==> config.mk <==
export PLATFORM = sky130hd
export DESIGN_NAME = lc3_operate_seq
export DESIGN_NICKNAME = d
export VERILOG_FILES = /design/src/rtl/lc3_pkg.sv /design/src/rtl/lc3_nzp_gen.sv /design/src/rtl/lc3_operate_seq.sv
export SDC_FILE = /design/constraint.sdc
export NUM_CORES = 1
export LEC_CHECK = 0
export ABC_CLOCK_PERIOD_IN_PS = 2000
export BUFFER_PORTS_ARGS = -buffer_cell sky130_fd_sc_hd__buf_2
export CAP_MARGIN = 5
export CORE_AREA = 2 2 88 90
export DETAILED_ROUTE_END_ITERATION = 7
export DIE_AREA = 0 0 90 92
export PLACE_DENSITY_LB_ADDON = 0.2
export SETUP_SLACK_MARGIN = 0.4
export SYNTH_ARGS = -nofsm -noshare
export SYNTH_HDL_FRONTEND = slang
export SYNTH_SLANG_ARGS = --single-unit
==> constraint.sdc <==
create_clock -name clk -period 2 [get_ports clk]
set_input_delay 0.4 -clock clk [delete_from_list [all_inputs] [get_ports clk]]
set_output_delay 0.4 -clock clk [all_outputs]
set_load 0.05 [all_outputs]
==> src/rtl/lc3_pkg.sv <==
// lc3_pkg
//   Shared LC-3 definitions for the execute path: opcode constants, the
//   ALU control encoding and the operate-sequencer state type.
//   No ports (package).
package lc3_pkg;

  localparam logic [3:0] OP_ADD = 4'b0001;
  localparam logic [3:0] OP_AND = 4'b0101;
  localparam logic [3:0] OP_NOT = 4'b1001;

  typedef enum logic [1:0] {
    ALU_PASS = 2'b00,
    ALU_ADD  = 2'b01,
    ALU_AND  = 2'b10,
    ALU_NOT  = 2'b11
  } aluCtrl_t;

  typedef enum logic [1:0] {
    S_IDLE   = 2'b00,
    S_DECODE = 2'b01,
    S_EXEC   = 2'b10,
    S_WB     = 2'b11
  } seqState_t;

  // True for the three operate opcodes this sequencer handles.
  function automatic logic isOperateOp(input logic [3:0] op);
    return (op == OP_ADD) || (op == OP_AND) || (op == OP_NOT);
  endfunction

  // Maps a legal operate opcode to its ALU control; anything else is PASS.
  function automatic aluCtrl_t opToAlu(input logic [3:0] op);
    case (op)
      OP_ADD:  return ALU_ADD;
      OP_AND:  return ALU_AND;
      OP_NOT:  return ALU_NOT;
      default: return ALU_PASS;
    endcase
  endfunction

endpackage

==> src/rtl/lc3_nzp_gen.sv <==
// lc3_nzp_gen
//   Combinational condition-code generator. Exactly one of N/Z/P is set.
//   Shared by the operate path and the load path.
// Ports:
//   value  in  16  value being written to the register file
//   nzp    out  3  {N,Z,P}
module lc3_nzp_gen (
  input  logic [15:0] value,
  output logic [2:0]  nzp
);

  logic isNeg;
  logic isZero;

  assign isNeg  = value[15];
  assign isZero = (value == 16'h0000);
  assign nzp    = {isNeg, isZero, !isNeg && !isZero};

endmodule

==> src/rtl/lc3_operate_seq.sv <==
// lc3_operate_seq
//   Sequencer for LC-3 ADD / AND / NOT. Accepts one instruction, drives the
//   register-file read addresses and ALU control, captures the ALU result,
//   writes it back and updates NZP. Four cycles per legal instruction, two
//   for a rejected one.
// Configuration macro:
//   LC3_STRICT_DECODE_EN  when defined, NOT with instr[5:0] != 6'h3F and
//                         ADD/AND register form with instr[4:3] != 00 are
//                         rejected as illegal. Undefined: those bits are
//                         ignored.
// Handshake: an instruction transfers on a rising edge where instr_valid and
//   instr_ready are both high. instr_ready is high only in IDLE; instr_valid
//   while busy is ignored (nothing is queued) and instr need only be stable
//   at the transfer edge.
// Ports:
//   clk, rst_n               clock, asynchronous active-low reset
//   instr_valid/instr/instr_ready  instruction handshake
//   sr1, sr2                 register-file read addresses (ALU Ra / Rb)
//   alu_control, alu_ir      ALU op and instr[5:0] forwarded to the ALU
//   alu_result               ALU output (combinational from sr1/sr2/alu_ir)
//   reg_we, reg_dr, reg_wdata  register-file write port
//   nzp                      condition codes {N,Z,P}
//   done, illegal            one-cycle retire / reject pulses
//   dbgState                 current sequencer state, for observation only
module lc3_operate_seq
  import lc3_pkg::*;
(
  input  logic        clk,
  input  logic        rst_n,
  input  logic        instr_valid,
  input  logic [15:0] instr,
  output logic        instr_ready,
  output logic [2:0]  sr1,
  output logic [2:0]  sr2,
  output logic [1:0]  alu_control,
  output logic [5:0]  alu_ir,
  input  logic [15:0] alu_result,
  output logic        reg_we,
  output logic [2:0]  reg_dr,
  output logic [15:0] reg_wdata,
  output logic [2:0]  nzp,
  output logic        done,
  output logic        illegal,
  output logic [1:0]  dbgState
);

  seqState_t   state;
  aluCtrl_t    aluCtrlQ;
  logic [15:0] instrQ;
  logic [2:0]  nzpNext;
  logic        instrLegal;

  // Legality is judged on the incoming word at the accept edge so that the
  // registered illegal pulse lands in the DECODE cycle itself.
`ifdef LC3_STRICT_DECODE_EN
  always_comb begin
    instrLegal = isOperateOp(instr[15:12]);
    if (instr[15:12] == OP_NOT && instr[5:0] != 6'h3F)
      instrLegal = 1'b0;
    if ((instr[15:12] == OP_ADD || instr[15:12] == OP_AND) &&
        !instr[5] && instr[4:3] != 2'b00)
      instrLegal = 1'b0;
  end
`else
  assign instrLegal = isOperateOp(instr[15:12]);
`endif

  // NZP is computed from the ALU result as it is captured, so the new codes
  // are visible in the WB cycle together with reg_we.
  lc3_nzp_gen u_nzp_gen (
    .value (alu_result),
    .nzp   (nzpNext)
  );

  assign alu_control = aluCtrlQ;
  assign dbgState    = state;

  always_ff @(posedge clk or negedge rst_n) begin
    if (!rst_n) begin
      state       <= S_IDLE;
      instrQ      <= 16'h0000;
      instr_ready <= 1'b1;
      sr1         <= 3'd0;
      sr2         <= 3'd0;
      reg_dr      <= 3'd0;
      aluCtrlQ    <= ALU_PASS;
      alu_ir      <= 6'd0;
      reg_wdata   <= 16'h0000;
      reg_we      <= 1'b0;
      done        <= 1'b0;
      illegal     <= 1'b0;
      nzp         <= 3'b010;
    end else begin
      case (state)
        S_IDLE: begin
          if (instr_valid && instr_ready) begin
            instrQ      <= instr;
            illegal     <= !instrLegal;
            instr_ready <= 1'b0;
            state       <= S_DECODE;
          end
        end
        S_DECODE: begin
          illegal <= 1'b0;
          if (illegal) begin
            // Rejected: registers and nzp stay as they were.
            instr_ready <= 1'b1;
            state       <= S_IDLE;
          end else begin
            sr1      <= instrQ[8:6];
            sr2      <= instrQ[2:0];
            reg_dr   <= instrQ[11:9];
            alu_ir   <= instrQ[5:0];
            aluCtrlQ <= opToAlu(instrQ[15:12]);
            state    <= S_EXEC;
          end
        end
        S_EXEC: begin
          reg_wdata <= alu_result;
          nzp       <= nzpNext;
          reg_we    <= 1'b1;
          done      <= 1'b1;
          state     <= S_WB;
        end
        S_WB: begin
          reg_we      <= 1'b0;
          done        <= 1'b0;
          aluCtrlQ    <= ALU_PASS;
          instr_ready <= 1'b1;
          state       <= S_IDLE;
        end
        default: state <= S_IDLE;
      endcase
    end
  end

endmodule
# After elaboration in Yosys (flattened, before gate mapping)
# Index checks and enable logic that the tools add are counted.
[word_totals]
ff_bits = 57
input_bits = 35
output_inout_bits = 42
word_cells = 55
[op_classes]
eq_ne = 12
mux = 12
bitwise = 1
reduce_logical = 18
[ops]
columns = ["op", "n"]
rows = [
  ["$logic_not A16 Y1", 1],
  ["$eq A4 B1 Y1 const B", 2],
  ["$eq A4 B3 Y1 const B", 2],
  ["$eq A4 B4 Y1 const B", 2],
  ["$pmux W2 S4", 1],
  ["$reduce_and A2 Y1", 4],
  ["$mux W2", 3],
  ["$ne A2 B2 Y1 const B", 3],
  ["$pmux W2 S3", 1],
  ["$reduce_bool A2 Y1", 3],
  ["$eq A2 B2 Y1 const B", 2],
  ["$pmux W1 S2", 2],
  ["$pmux W2 S2", 1],
  ["$logic_not A1 Y1", 3],
  ["$mux W1", 3],
  ["$pmux W1 S3", 1],
  ["$reduce_and A3 Y1", 1],
  ["$reduce_bool A3 Y1", 1],
  ["$eq A2 B1 Y1 const B", 1],
  ["$logic_and A1 B1 Y1", 2],
  ["$logic_not A2 Y1", 1],
  ["$logic_or A1 B1 Y1", 2],
  ["$not A1 Y1", 1],
]

# Longest topological paths before layout
# Gate-level depths: netlist of run 1.
[depth]
word_depth = 6
ltp_mapped = 5
mapped_depth_nobuf = 3

# Hierarchy
# A second synthesis of run 1 with hierarchy kept.
[unflattened]
cells_unflattened = 140
area_unflattened_um2 = 2203.4
[modules_own_cells]
columns = ["module", "instances", "cells_each", "area_each_um2", "seq_area_each_um2"]
rows = [
  ["lc3_operate_seq", 1, 132, 2145.8, 1353.8],
  ["lc3_nzp_gen", 1, 8, 57.6, 0.0],
]

# Worst setup path before layout of run 1
# Ideal clock, no wire load.
[synth_path]
path_type = "register to register"
startpoint = "register instr_ready"
endpoint = "register instrQ[0]"
setup_time_ps = 125
arrival_time_ps = 1632
required_time_ps = 1875
slack_ps = 243
stages_incl_launch_ff = 5
n_path_buf = 1
period_less_slack_ps = 1757
cell_sequence = "dfstp_2 nand2_1 nor3_4 buf_6 mux2_2"
[synth_via]
elab_chain_cells = 2
[synth_rtl]
columns = ["item", "line", "source"]
rows = [
  ["start, declared", "lc3_operate_seq.sv:32", "output logic instr_ready,"],
  ["start signal, assigned", "lc3_operate_seq.sv:82", "instr_ready <= 1'b1;"],
  ["start signal, assigned", "lc3_operate_seq.sv:99", "instr_ready <= 1'b0;"],
  ["start signal, assigned", "lc3_operate_seq.sv:107", "instr_ready <= 1'b1;"],
  ["$logic_and A1 B1 Y1", "lc3_operate_seq.sv:96", "if (instr_valid && instr_ready) begin"],
  ["$reduce_and A2 Y1 (no source line)", "-", ""],
  ["end signal, assigned", "lc3_operate_seq.sv:97", "instrQ <= instr;"],
  ["end, declared", "lc3_operate_seq.sv:49", "logic [15:0] instrQ;"],
]
# No other way between the ends.
# A chain may end at the register's enable or synchronous reset.

# Final worst setup path of run 1
[layout_path]
startpoint = "register instr_ready"
endpoint = "output port instr_ready"
# No word-level cell between the ends.

==> flow_metrics.env, run 1 <==
export IMPL_antenna_cells=0
export IMPL_antenna_left=0
export IMPL_ys_seq_elements=53
export IMPL_yosysTopAreaCell="dfrtp_1"
export IMPL_fill_cells=784
export IMPL_first_pass_iters=3
export IMPL_slowest_delay_ns=0.57
export IMPL_clockBufferDepth=2
export IMPL_die_h_um=92
export IMPL_yosys_warnings=0
export IMPL_relSlewSlack=0.596
export IMPL_coreArea_um2=7450
export IMPL_route_detailed_wl_per_inst_um=13.2
export IMPL_dpl_cell_area_um2=2610
export IMPL_end_kind="output pin"
export IMPL_p_int_mw=1.64
export IMPL_viasPerCell=4.20
export IMPL_root_buffer="clkbuf_8"
export IMPL_hpwl_um=3100
export IMPL_seq_power_share=0.520
export IMPL_drc=0
export IMPL_synth_area_leaders="dfrtp_1, mux2_2, dfstp_2"
export IMPL_fmax_mhz=649
export IMPL_die_w_um=90
export IMPL_power_switching_mw=0.470
export IMPL_postLayoutCellArea_um2=2740
export IMPL_leakagePower_nw=1.40
export IMPL_status="finished, final reports clean"
export IMPL_cp_num_buf_inv=1
export IMPL_port_buffers=76
export IMPL_synth_top_cell_area_share=0.599
export IMPL_synth_edf_count=0
export IMPL_power_density_nw_per_um2=769
export IMPL_finalSetupViolCount=0
export IMPL_clkPwrFrac=0.399
export IMPL_path_cells="buf_2"
export IMPL_antenna_found_initial=0
export IMPL_ctsResizeCount=0
export IMPL_synthFlopType="dfrtp_1"
export IMPL_drive_gt1_frac=0.644
export IMPL_cp_start_kind="flop"
export IMPL_yosysUniqueCellTypes=24
export IMPL_postSynthAreaPerCell_um2=15.2
export IMPL_syn_num_nets=175
export IMPL_clock_latency_ns=0.30
export IMPL_grt_ovfl_total=0
export IMPL_whs_ns=0.0973
export IMPL_crit_type="reg -> out"
export IMPL_grt_pass1_vias=1399
export IMPL_async_flop_share=1.00
export IMPL_cap_violations=0
export IMPL_num_vias=1348
export IMPL_grt_pass1_wl_um=6960
export IMPL_start_util=0.286
export IMPL_path_delay_family="flip-flops"
export IMPL_post_place_ws_ns=0.513
export IMPL_drt_iter0_markers=37
export IMPL_slew_viol_final=0
export IMPL_numClockSinks=53
export IMPL_skew_ns=0.0117
export IMPL_vdd_ir_drop_max_mv=0.362
export IMPL_rsz0062_at_grt="false"
export IMPL_share_comb_of_total_power=0.082
export IMPL_synthCells=140
export IMPL_routed_wl_um=4250
export IMPL_timing_final_crit_period_ns=1.54
export IMPL_hold_violations=0
export IMPL_cts_setup_buffers=0
export IMPL_boundaryPins=77
export IMPL_cts_clk_slew_worst_paths_ns=0.09
export IMPL_die_area_um2=8280
export IMPL_area_growth_pct=28.7
export IMPL_crit_path_top_delay_cell="dfstp_2"
export IMPL_finalCritPeriodShare=0.770
export IMPL_nNetsFinal=253
export IMPL_hp_class="in -> async"
export IMPL_yosysSeqAreaShare=0.624
export IMPL_synthTopCellsByCount="dfrtp_1, mux2_2, buf_4, nor4_1"
export IMPL_p_sw_frac=0.223
export IMPL_synth_most_common_cell="dfrtp_1"
export IMPL_total_power_mw=2.11
export IMPL_htreeDepth=2
export IMPL_grtUsageTotal=0.106
export IMPL_setup_slack_ns=0.459
export IMPL_critPathMaxFanout=5
export IMPL_holdBufCountCts=0
export IMPL_cp_arrival_ns=1.14
export IMPL_cts_buffers=5
export IMPL_setup_tns_ns=0
export IMPL_place_congestion=0.685
export IMPL_netlist_area_um2=2130
export IMPL_crit_required_ns=1.60
export IMPL_grt_start_max_net_pins=27
export IMPL_cts_tree="done"
export IMPL_worst_pin_slew_ns=0.606
export IMPL_rows=32
==> power by group through the flow <==
stage	sequential [mW]	combinational, mW	clock, mW
finish	1.10	0.172	0.841
global placement	1.12	0.176	0
CTS	1.10	0.176	0.886
global route	1.10	0.185	0.916
detailed placement	1.12	0.176	0
floorplan	1.18	0.0239	0
==> registers in the layout, indices dropped and copies added, names as in the netlist, named ones only <==
| signal | count |
|---|---|
| nzp | 2 |
| reg_wdata | 16 |
| dbgState | 1 |
| sr1 | 3 |
| alu_control | 2 |
| instr_ready | 1 |
| alu_ir | 4 |
| done | 1 |
| reg_dr | 3 |
| illegal | 1 |
| sr2 | 2 |
| instrQ | 16 |
==> area by class of cell <==
type	instances	area (um2)	area share
Timing Repair Buffer	81	418	0.152
Sequential cell	53	1330	0.486
Multi-Input combinational cell	73	716	0.261
Tap cell	102	128	0.0466
Clock buffer	5	68.8	0.0251
Clock inverter	3	65.1	0.0237
Inverter	4	15.0	0.00548
==> through the flow <==
step / cells / utilization
after CTS: 321 / 0.368
final: 321 / 0.368
after floorplan: 140 / -
after global placement: 313 / 0.350
after global routing: 321 / 0.368
after detailed placement: 313 / 0.350
==> metal layers <==
layer	global-route usage	vias to the layer above	part of all wire	wire length, um
met2	0.158	38	0.47	2000
met1	0.146	651	0.47	2000
met5	0	-	0	0
met4	0.0385	0	0.0073	31
li1	-	657	-	-
met3	0.0320	2	0.052	223
==> path summary, 6_finish.rpt <==
kind | start | endpoint | slack [ns] | cells after the start
max | instr_ready | instr_ready | 0.46 | 1
min | rst_n | reg_wdata[9] | 0.1 | 1
max reg2reg | instr_ready | instrQ[7] | 0.52 | 4
min reg2reg | nzp[1] | nzp[1] | 0.49 | 2
max in group asynchronous | rst_n | illegal | 1.25 | 2
min in group clk | instr[11] | instrQ[11] | 0.32 | 2
==> cells by family (layout without fill, tap and decap cells) <==
group | Yosys count | in the layout | share of synthesized area
DFF | 53 | 53 | 0.624
buffers and inverters | 14 | 93 | 0.0464
muxes | 45 | 45 | 0.237
xor gates and xnor gates | 1 | 1 | 0.00411
and+or+nand+nor | 15 | 15 | 0.0494
AOI/OAI and AO/OA | 12 | 12 | 0.0388
==> layout by cell type (no fill, tap or decap), types with 2 or more instances in the layout <==
cell,Yosys,routed
dfrtp_2,0,2
nor4_1,4,4
a21oi_1,2,2
nand2b_1,2,2
o2bb2ai_1,2,2
dfstp_2,2,2
buf_4,6,5
dfrtp_1,51,49
buf_2,1,76
nor3_4,2,2
a22oi_1,2,2
mux2_4,0,3
clkbuf_8,0,5
bufinv_16,0,2
nor2_1,3,3
inv_1,3,3
mux2_2,44,41
o21ai_0,3,3
Note: power is estimated with default switching activity, not from simulation.
==> run 2, diff against run 1 <==
Settings changed: ABC_AREA set to 1, ABC_CLOCK_PERIOD_IN_PS 2000 to 1450.
Clock period 2 ns to 1.45 ns, I/O delays scaled along.
==> run 2 against run 1 <==
Sequential share of layout area shrank 14 points. Critical path type unchanged. Core utilization grew 16 points. Synthesized area grew 1.7%. Critical endpoint unchanged.
==> flow_metrics.env, run 2 <==
export IMPL_crit_type="reg -> out"
export IMPL_status="finished, final reports clean"
export IMPL_power_density_nw_per_um2=2700
export IMPL_syn_num_nets=280
export IMPL_grt_pass1_vias=1937
export IMPL_postSynthAreaPerCell_um2=8.84
export IMPL_cp_arrival_ns=1.12
export IMPL_fmax_mhz=711
export IMPL_first_pass_iters=4
export IMPL_worst_pin_slew_ns=0.292
export IMPL_antenna_left=0
export IMPL_crit_required_ns=1.16
export IMPL_place_congestion=0.729
export IMPL_cts_buffers=5
export IMPL_post_place_ws_ns=0.156
export IMPL_synthSimpleGateAreaFrac=0.240
export IMPL_rsz0062_at_grt="true"
export IMPL_htreeDepth=2
export IMPL_synth_edf_count=0
export IMPL_reg_top3="instrQ x16, reg_wdata x16, alu_ir x4"
export IMPL_cap_violations=0
export IMPL_crit_path_top_delay_cell="dfstp_4"
export IMPL_hp_class="in -> reg"
export IMPL_routed_wl_um=6040
export IMPL_nNetsFinal=398
export IMPL_setup_tns_ns=0
export IMPL_total_power_mw=10.5
export IMPL_vdd_ir_drop_max_mv=0.832
export IMPL_netlist_area_um2=2170
export IMPL_grt_pass1_wl_um=9340
export IMPL_grt_ovfl_total=0
export IMPL_yosysUniqueCellTypes=21
export IMPL_coreArea_um2=7450
export IMPL_yosysSeqAreaShare=0.614
export IMPL_grtUsageTotal=0.141
export IMPL_muxShareOfSynthArea=0
export IMPL_antenna_found_initial=0
export IMPL_final_common_cell="nand2_1"
export IMPL_synthFlopType="dfrtp_1"
export IMPL_drt_iter0_markers=71
export IMPL_boundaryPins=77
export IMPL_yosysTopAreaCell="dfrtp_1"
export IMPL_ys_seq_elements=53
export IMPL_port_buffers=76
export IMPL_end_kind="output pin"
export IMPL_area_growth_pct=79.9
export IMPL_yosys_area_share_adder=0
export IMPL_path_cells="buf_8"
export IMPL_synth_compound_area_frac=0.0664
export IMPL_antenna_cells=0
export IMPL_clock_latency_ns=0.31
export IMPL_numClockSinks=53
export IMPL_synth_area_leaders="dfrtp_1, nand2_1, inv_1"
export IMPL_skew_ns=0.0114
export IMPL_final_cell_mix="nand2_1, buf_6, dfrtp_1, nand2_2, buf_2"
export IMPL_synthTopCellsByCount="nand2_1, dfrtp_1, inv_1, nor2_1, o21ai_1"
export IMPL_path_delay_family="flip-flops"
export IMPL_timing_final_crit_period_ns=1.41
export IMPL_cts_tree="done"
export IMPL_drc=0
export IMPL_start_util=0.291
export IMPL_async_flop_share=1.00
export IMPL_synth_top_cell_area_share=0.589
export IMPL_synthCells=245
export IMPL_die_area_um2=8280
export IMPL_slew_viol_final=0
export IMPL_num_vias=1991
export IMPL_setup_slack_ns=0.0442
export IMPL_route_detailed_wl_per_inst_um=13.0
export IMPL_drive_gt1_frac=0.596
export IMPL_leakagePower_nw=1.98
export IMPL_yosys_warnings=0
export IMPL_hold_violations=0
export IMPL_slowest_delay_ns=0.65
export IMPL_die_h_um=92
export IMPL_viasPerCell=4.27
export IMPL_finalSetupViolCount=0
export IMPL_rows=32
export IMPL_whs_ns=0.195
export IMPL_relSlewSlack=0.805
export IMPL_cts_clk_slew_worst_paths_ns=0.10
export IMPL_cp_num_buf_inv=1
export IMPL_hpwl_um=3390
export IMPL_synth_top_family_by_area="simple AND/OR/NAND/NOR gates"
export IMPL_clockBufferDepth=2
export IMPL_root_buffer="clkbuf_8"
export IMPL_die_w_um=90
export IMPL_cp_start_kind="flop"
export IMPL_synth_xor_area_frac=0.00404
export IMPL_grt_start_max_net_pins=54
export IMPL_finalCritPeriodShare=0.970
export IMPL_critPathMaxFanout=3
export IMPL_synth_most_common_cell="nand2_1"
[run 2: changes by cell type in the layout (fill, tap and decap cells not counted), sizes merged, moves of 4 or more]
cell | previous run | this run
nor2 | 3 | 21
buf | 81 | 116
o21ai | 3 | 16
inv | 4 | 23
a21oi | 2 | 8
nand3b | 0 | 4
nand2 | 2 | 106
mux2 | 44 | 0
nor4 | 4 | 0
[run 2: worst paths after layout]
| path | depth (start not counted) | endpoint | from | slack, ns |
|---|---|---|---|---|
| max | 1 | instr_ready | instr_ready | 0.04 |
| max reg2reg | 5 | instrQ[1] | instr_ready | 0.10 |
| min in group asynchronous | 3 | reg_wdata[5] | rst_n | 0.50 |
| min reg2reg | 2 | nzp[1] | nzp[1] | 0.49 |
| min | 3 | instrQ[9] | instr[9] | 0.19 |
| max in group asynchronous | 3 | nzp[1] | rst_n | 0.67 |
[run 2: metrics by stage]
| step | utilization | area, um2 | cells |
|---|---|---|---|
| 2_1_floorplan | - | 2260 | 245 |
| 3_3_place_gp | 0.362 | 2690 | 415 |
| 3_5_place_dp | 0.362 | 2690 | 415 |
| 4_1_cts | 0.484 | 3600 | 451 |
| 5_1_grt | 0.523 | 3900 | 466 |
| 6_report | 0.523 | 3900 | 466 |
[run 2: cell families after synthesis]
| group | count (synthesis) |
|---|---|
| AO/OA/AOI/OAI | 27 |
| XOR/XNOR | 1 |
| buffers and inverters | 34 |
| flip-flops | 53 |
| AND/OR/NAND/NOR | 130 |
[run 2: layout make-up]
type,instances,area [um2]
clock buffer,6,82.6
clock inverter,2,37.5
fill,699,3550
inverter,22,113
multi-input combinational,162,1060
sequential,53,1350
tap,102,128
timing repair buffer,117,1110
timing repair inverter,2,20.0
[run 2: per-layer routing]
| layer | GRT usage | vias up | wire length [um] |
|---|---|---|---|
| li1 | - | 987 | - |
| met1 | 0.175 | 958 | 2550 |
| met2 | 0.241 | 38 | 3180 |
| met3 | 0.0304 | 8 | 195 |
| met4 | 0.0526 | 0 | 110 |
| met5 | 0 | - | 0 |
[run 2: timing repair]
action / 4_1_cts / 5_1_grt
pin swaps: 19 / 11
setup buffers: 20 / 14
resized for setup: 150 / 54
endpoints found under the hold margin: 51 / 0
endpoints found under the setup margin: 92 / 95
cloned: 7 / 1
hold buffers: 1 / 0
[run 2: power breakdown]
| group | total, mW | switching [mW] | internal (mW) |
|---|---|---|---|
| logic | 6.61 | 3.83 | 2.78 |
| clock network | 1.06 | 0.502 | 0.562 |
| registers | 2.83 | 0.626 | 2.20 |
| total | 10.5 | 4.96 | 5.55 |
==> run 3, diff against run 2 <==
Settings changed: CORE_AREA 2 2 88 90 to 2 2 90 92, DIE_AREA 0 0 90 92 to 0 0 92 94, SYNTH_HIERARCHICAL set to 1.
==> run 3 against run 2 <==
Sequential power is essentially flat. Clock skew shrank 0.0039 ns. Largest cell class unchanged. Largest power group unchanged. Power grew 4.8%. Design area grew 2.3%. Sequential cell count grew 1. Via count grew 3.7%. Hold slack gained 0.031 ns. Critical endpoint is now alu_ir[2]. Combinational power grew 11%. First-iteration DRC count grew 25%. Clock power shrank 20%.
==> flow_metrics.env, run 3 <==
export IMPL_status="finished, final reports clean"
export IMPL_crit_path_top_delay_cell="dfrtp_4"
export IMPL_place_congestion=0.734
export IMPL_min_from="instr[13]"
export IMPL_cpMostUsedCell="buf_6"
export IMPL_cp_num_buf_inv=4
export IMPL_grt_pass1_vias=1998
export IMPL_postSynthAreaPerCell_um2=8.98
export IMPL_cts_tree="done"
export IMPL_min_path_cells=3
export IMPL_skew_ns=0.00749
export IMPL_die_area_um2=8650
export IMPL_critPathMaxFanout=5
export IMPL_end_kind="flop"
export IMPL_final_common_cell="nand2_1"
export IMPL_coreArea_um2=7610
export IMPL_drc=0
export IMPL_port_buffers=76
export IMPL_relSlewSlack=0.803
export IMPL_total_power_mw=11.0
export IMPL_routed_wl_um=6470
export IMPL_slowest_delay_ns=0.53
export IMPL_synthCells=252
export IMPL_hp_class="in -> reg"
export IMPL_yosysTopAreaCell="dfrtp_1"
export IMPL_drive_gt1_frac=0.556
export IMPL_path_delay_family="flip-flops"
export IMPL_synth_top_cell_area_share=0.575
export IMPL_synthFlopType="dfrtp_1"
export IMPL_nNetsFinal=403
export IMPL_viasPerCell=4.38
export IMPL_htreeDepth=2
export IMPL_drt_iter0_markers=89
export IMPL_setup_tns_ns=0
export IMPL_clock_latency_ns=0.31
export IMPL_clockBufferDepth=2
export IMPL_hold_violations=0
export IMPL_whs_endpoint="instrQ[13]"
export IMPL_yosysUniqueCellTypes=17
export IMPL_synth_most_common_cell="nand2_1"
export IMPL_crit_type="reg -> reg"
export IMPL_cts_clk_slew_worst_paths_ns=0.10
export IMPL_crit_required_ns=1.65
export IMPL_synthTopCellsByCount="nand2_1, dfrtp_1, nand3_1, nor2_1"
export IMPL_die_w_um=92
export IMPL_first_pass_iters=4
export IMPL_timing_final_crit_period_ns=1.32
export IMPL_hpwl_um=3660
export IMPL_async_flop_share=1.00
export IMPL_grt_pass1_wl_um=10100
export IMPL_whs_ns=0.226
export IMPL_route_detailed_wl_per_inst_um=13.7
export IMPL_netlist_area_um2=2260
export IMPL_reg2reg_slack_ns=0.13
export IMPL_yosys_warnings=6
export IMPL_rsz0062_at_grt="true"
export IMPL_final_core_util=0.524
export IMPL_antenna_found_initial=0
export IMPL_root_buffer="clkbuf_8"
export IMPL_ff2ff_path_depth=7
export IMPL_worst_pin_slew_ns=0.295
export IMPL_cts_buffers=5
export IMPL_finalCritPeriodShare=0.914
export IMPL_slew_viol_final=0
export IMPL_grtUsageTotal=0.151
export IMPL_synth_edf_count=0
export IMPL_cap_violations=0
export IMPL_rows=32
export IMPL_num_vias=2065
export IMPL_boundaryPins=77
export IMPL_syn_num_nets=287
export IMPL_antenna_left=0
export IMPL_reg_top3="instrQ x16, reg_wdata x16, alu_ir x4"
export IMPL_cp_arrival_ns=1.52
export IMPL_r2r_end="alu_ir[2]"
export IMPL_path_cells="buf_6, clkinv_4, nand3b_4, buf_6, buf_16, nand2_2, o21ai_1"
export IMPL_leakagePower_nw=1.98
export IMPL_fmax_mhz=755
export IMPL_final_cell_mix="nand2_1, buf_6, dfrtp_1, buf_2, buf_4"
export IMPL_cp_start_kind="flop"
export IMPL_area_growth_pct=76.1
export IMPL_start_util=0.298
export IMPL_numClockSinks=54
export IMPL_antenna_cells=0
export IMPL_grt_ovfl_total=0
export IMPL_die_h_um=94
export IMPL_synth_area_leaders="dfrtp_1, nand2_1, nand3_1"
export IMPL_ys_seq_elements=54
export IMPL_yosysSeqAreaShare=0.598
export IMPL_vdd_ir_drop_max_mv=1.33
export IMPL_power_density_nw_per_um2=2760
export IMPL_finalSetupViolCount=0
export IMPL_grt_start_max_net_pins=55
==> run 3: cell types whose count changed in the layout (fill, tap and decap cells not counted), sizes merged, moves of 2 or more <==
cell	delta
nand3b	-3
inv	-8
nor2	+3
nand2	-17
o21ai	-5
buf	+4
nand3	+25
a21oi	+7
clkinv	+2
o22ai	-2
==> run 3: what timing repair did <==
| action | 4_1_cts | 5_1_grt |
|---|---|---|
| gates resized for setup | 156 | 20 |
| gates cloned | 8 | 0 |
| pin swaps | 10 | 1 |
| endpoints found under the hold margin | 52 | 0 |
| endpoints found under the setup margin | 93 | 95 |
| hold buffers | 1 | 0 |
| buffers inserted | 21 | 14 |
==> run 3: cells by family (layout without fill, tap and decap cells) <==
family                 after synthesis  in the layout  synth area share
flip-flops                          54             54             0.598
AND/OR/NAND/NOR                    139            143             0.263
AO/OA/AOI/OAI                       26             26            0.0575
buffers and inverters               33            146            0.0813
==> run 3: how the worst max path moves through the flow <==
stage                       end  cells past startpoint   startpoint
floorplan             instrQ[8]                      6  instr_ready
global placement      instrQ[7]                      4         flop
detailed placement    instrQ[1]                      4         flop
CTS                 instr_ready                      1  instr_ready
global route          instrQ[4]                      6  dbgState[0]
finish                alu_ir[2]                      7         flop
==> run 3: layout make-up <==
cell class | count | area [um2]
Clock buffer | 6 | 72.6
Clock inverter | 2 | 13.8
Fill cell | 709 | 3620
Inverter | 16 | 75.1
Multi-Input combinational cell | 169 | 1110
Sequential cell | 54 | 1370
Tap cell | 102 | 128
Timing Repair Buffer | 122 | 1220
==> run 3: worst min-delay path, stage by stage <==
cell and delay [ns]:
buf_2 0.10, inv_1 0.05, o21ai_1 0.06
==> run 3: routing by layer <==
layer  global-route usage  share of wire  vias to the layer above
met2                0.261           0.51                       64
met5                    0              0                        -
met1                0.195           0.44                      962
met4               0.0410         0.0071                        0
li1                     -              -                     1034
met3               0.0289          0.048                        5
==> run 3: where the power goes <==
part           internal, mW  leakage, nW  switching (mW)  total [mW]
Clock                 0.343       0.0452           0.505       0.848
Sequential             2.27        0.633           0.553        2.82
Combinational          3.12         1.30            4.22        7.34
Total                  5.73         1.98            5.28        11.0
==> run 3: per-stage QoR <==
step	worst slack [ns]	instances	cell area [um2]
after global placement	0.211	419	2810
after global routing	0.0794	471	3990
after detailed placement	0.180	419	2810
after floorplan	0.140	252	2400
after CTS	0.109	457	3810
final	0.125	471	3990
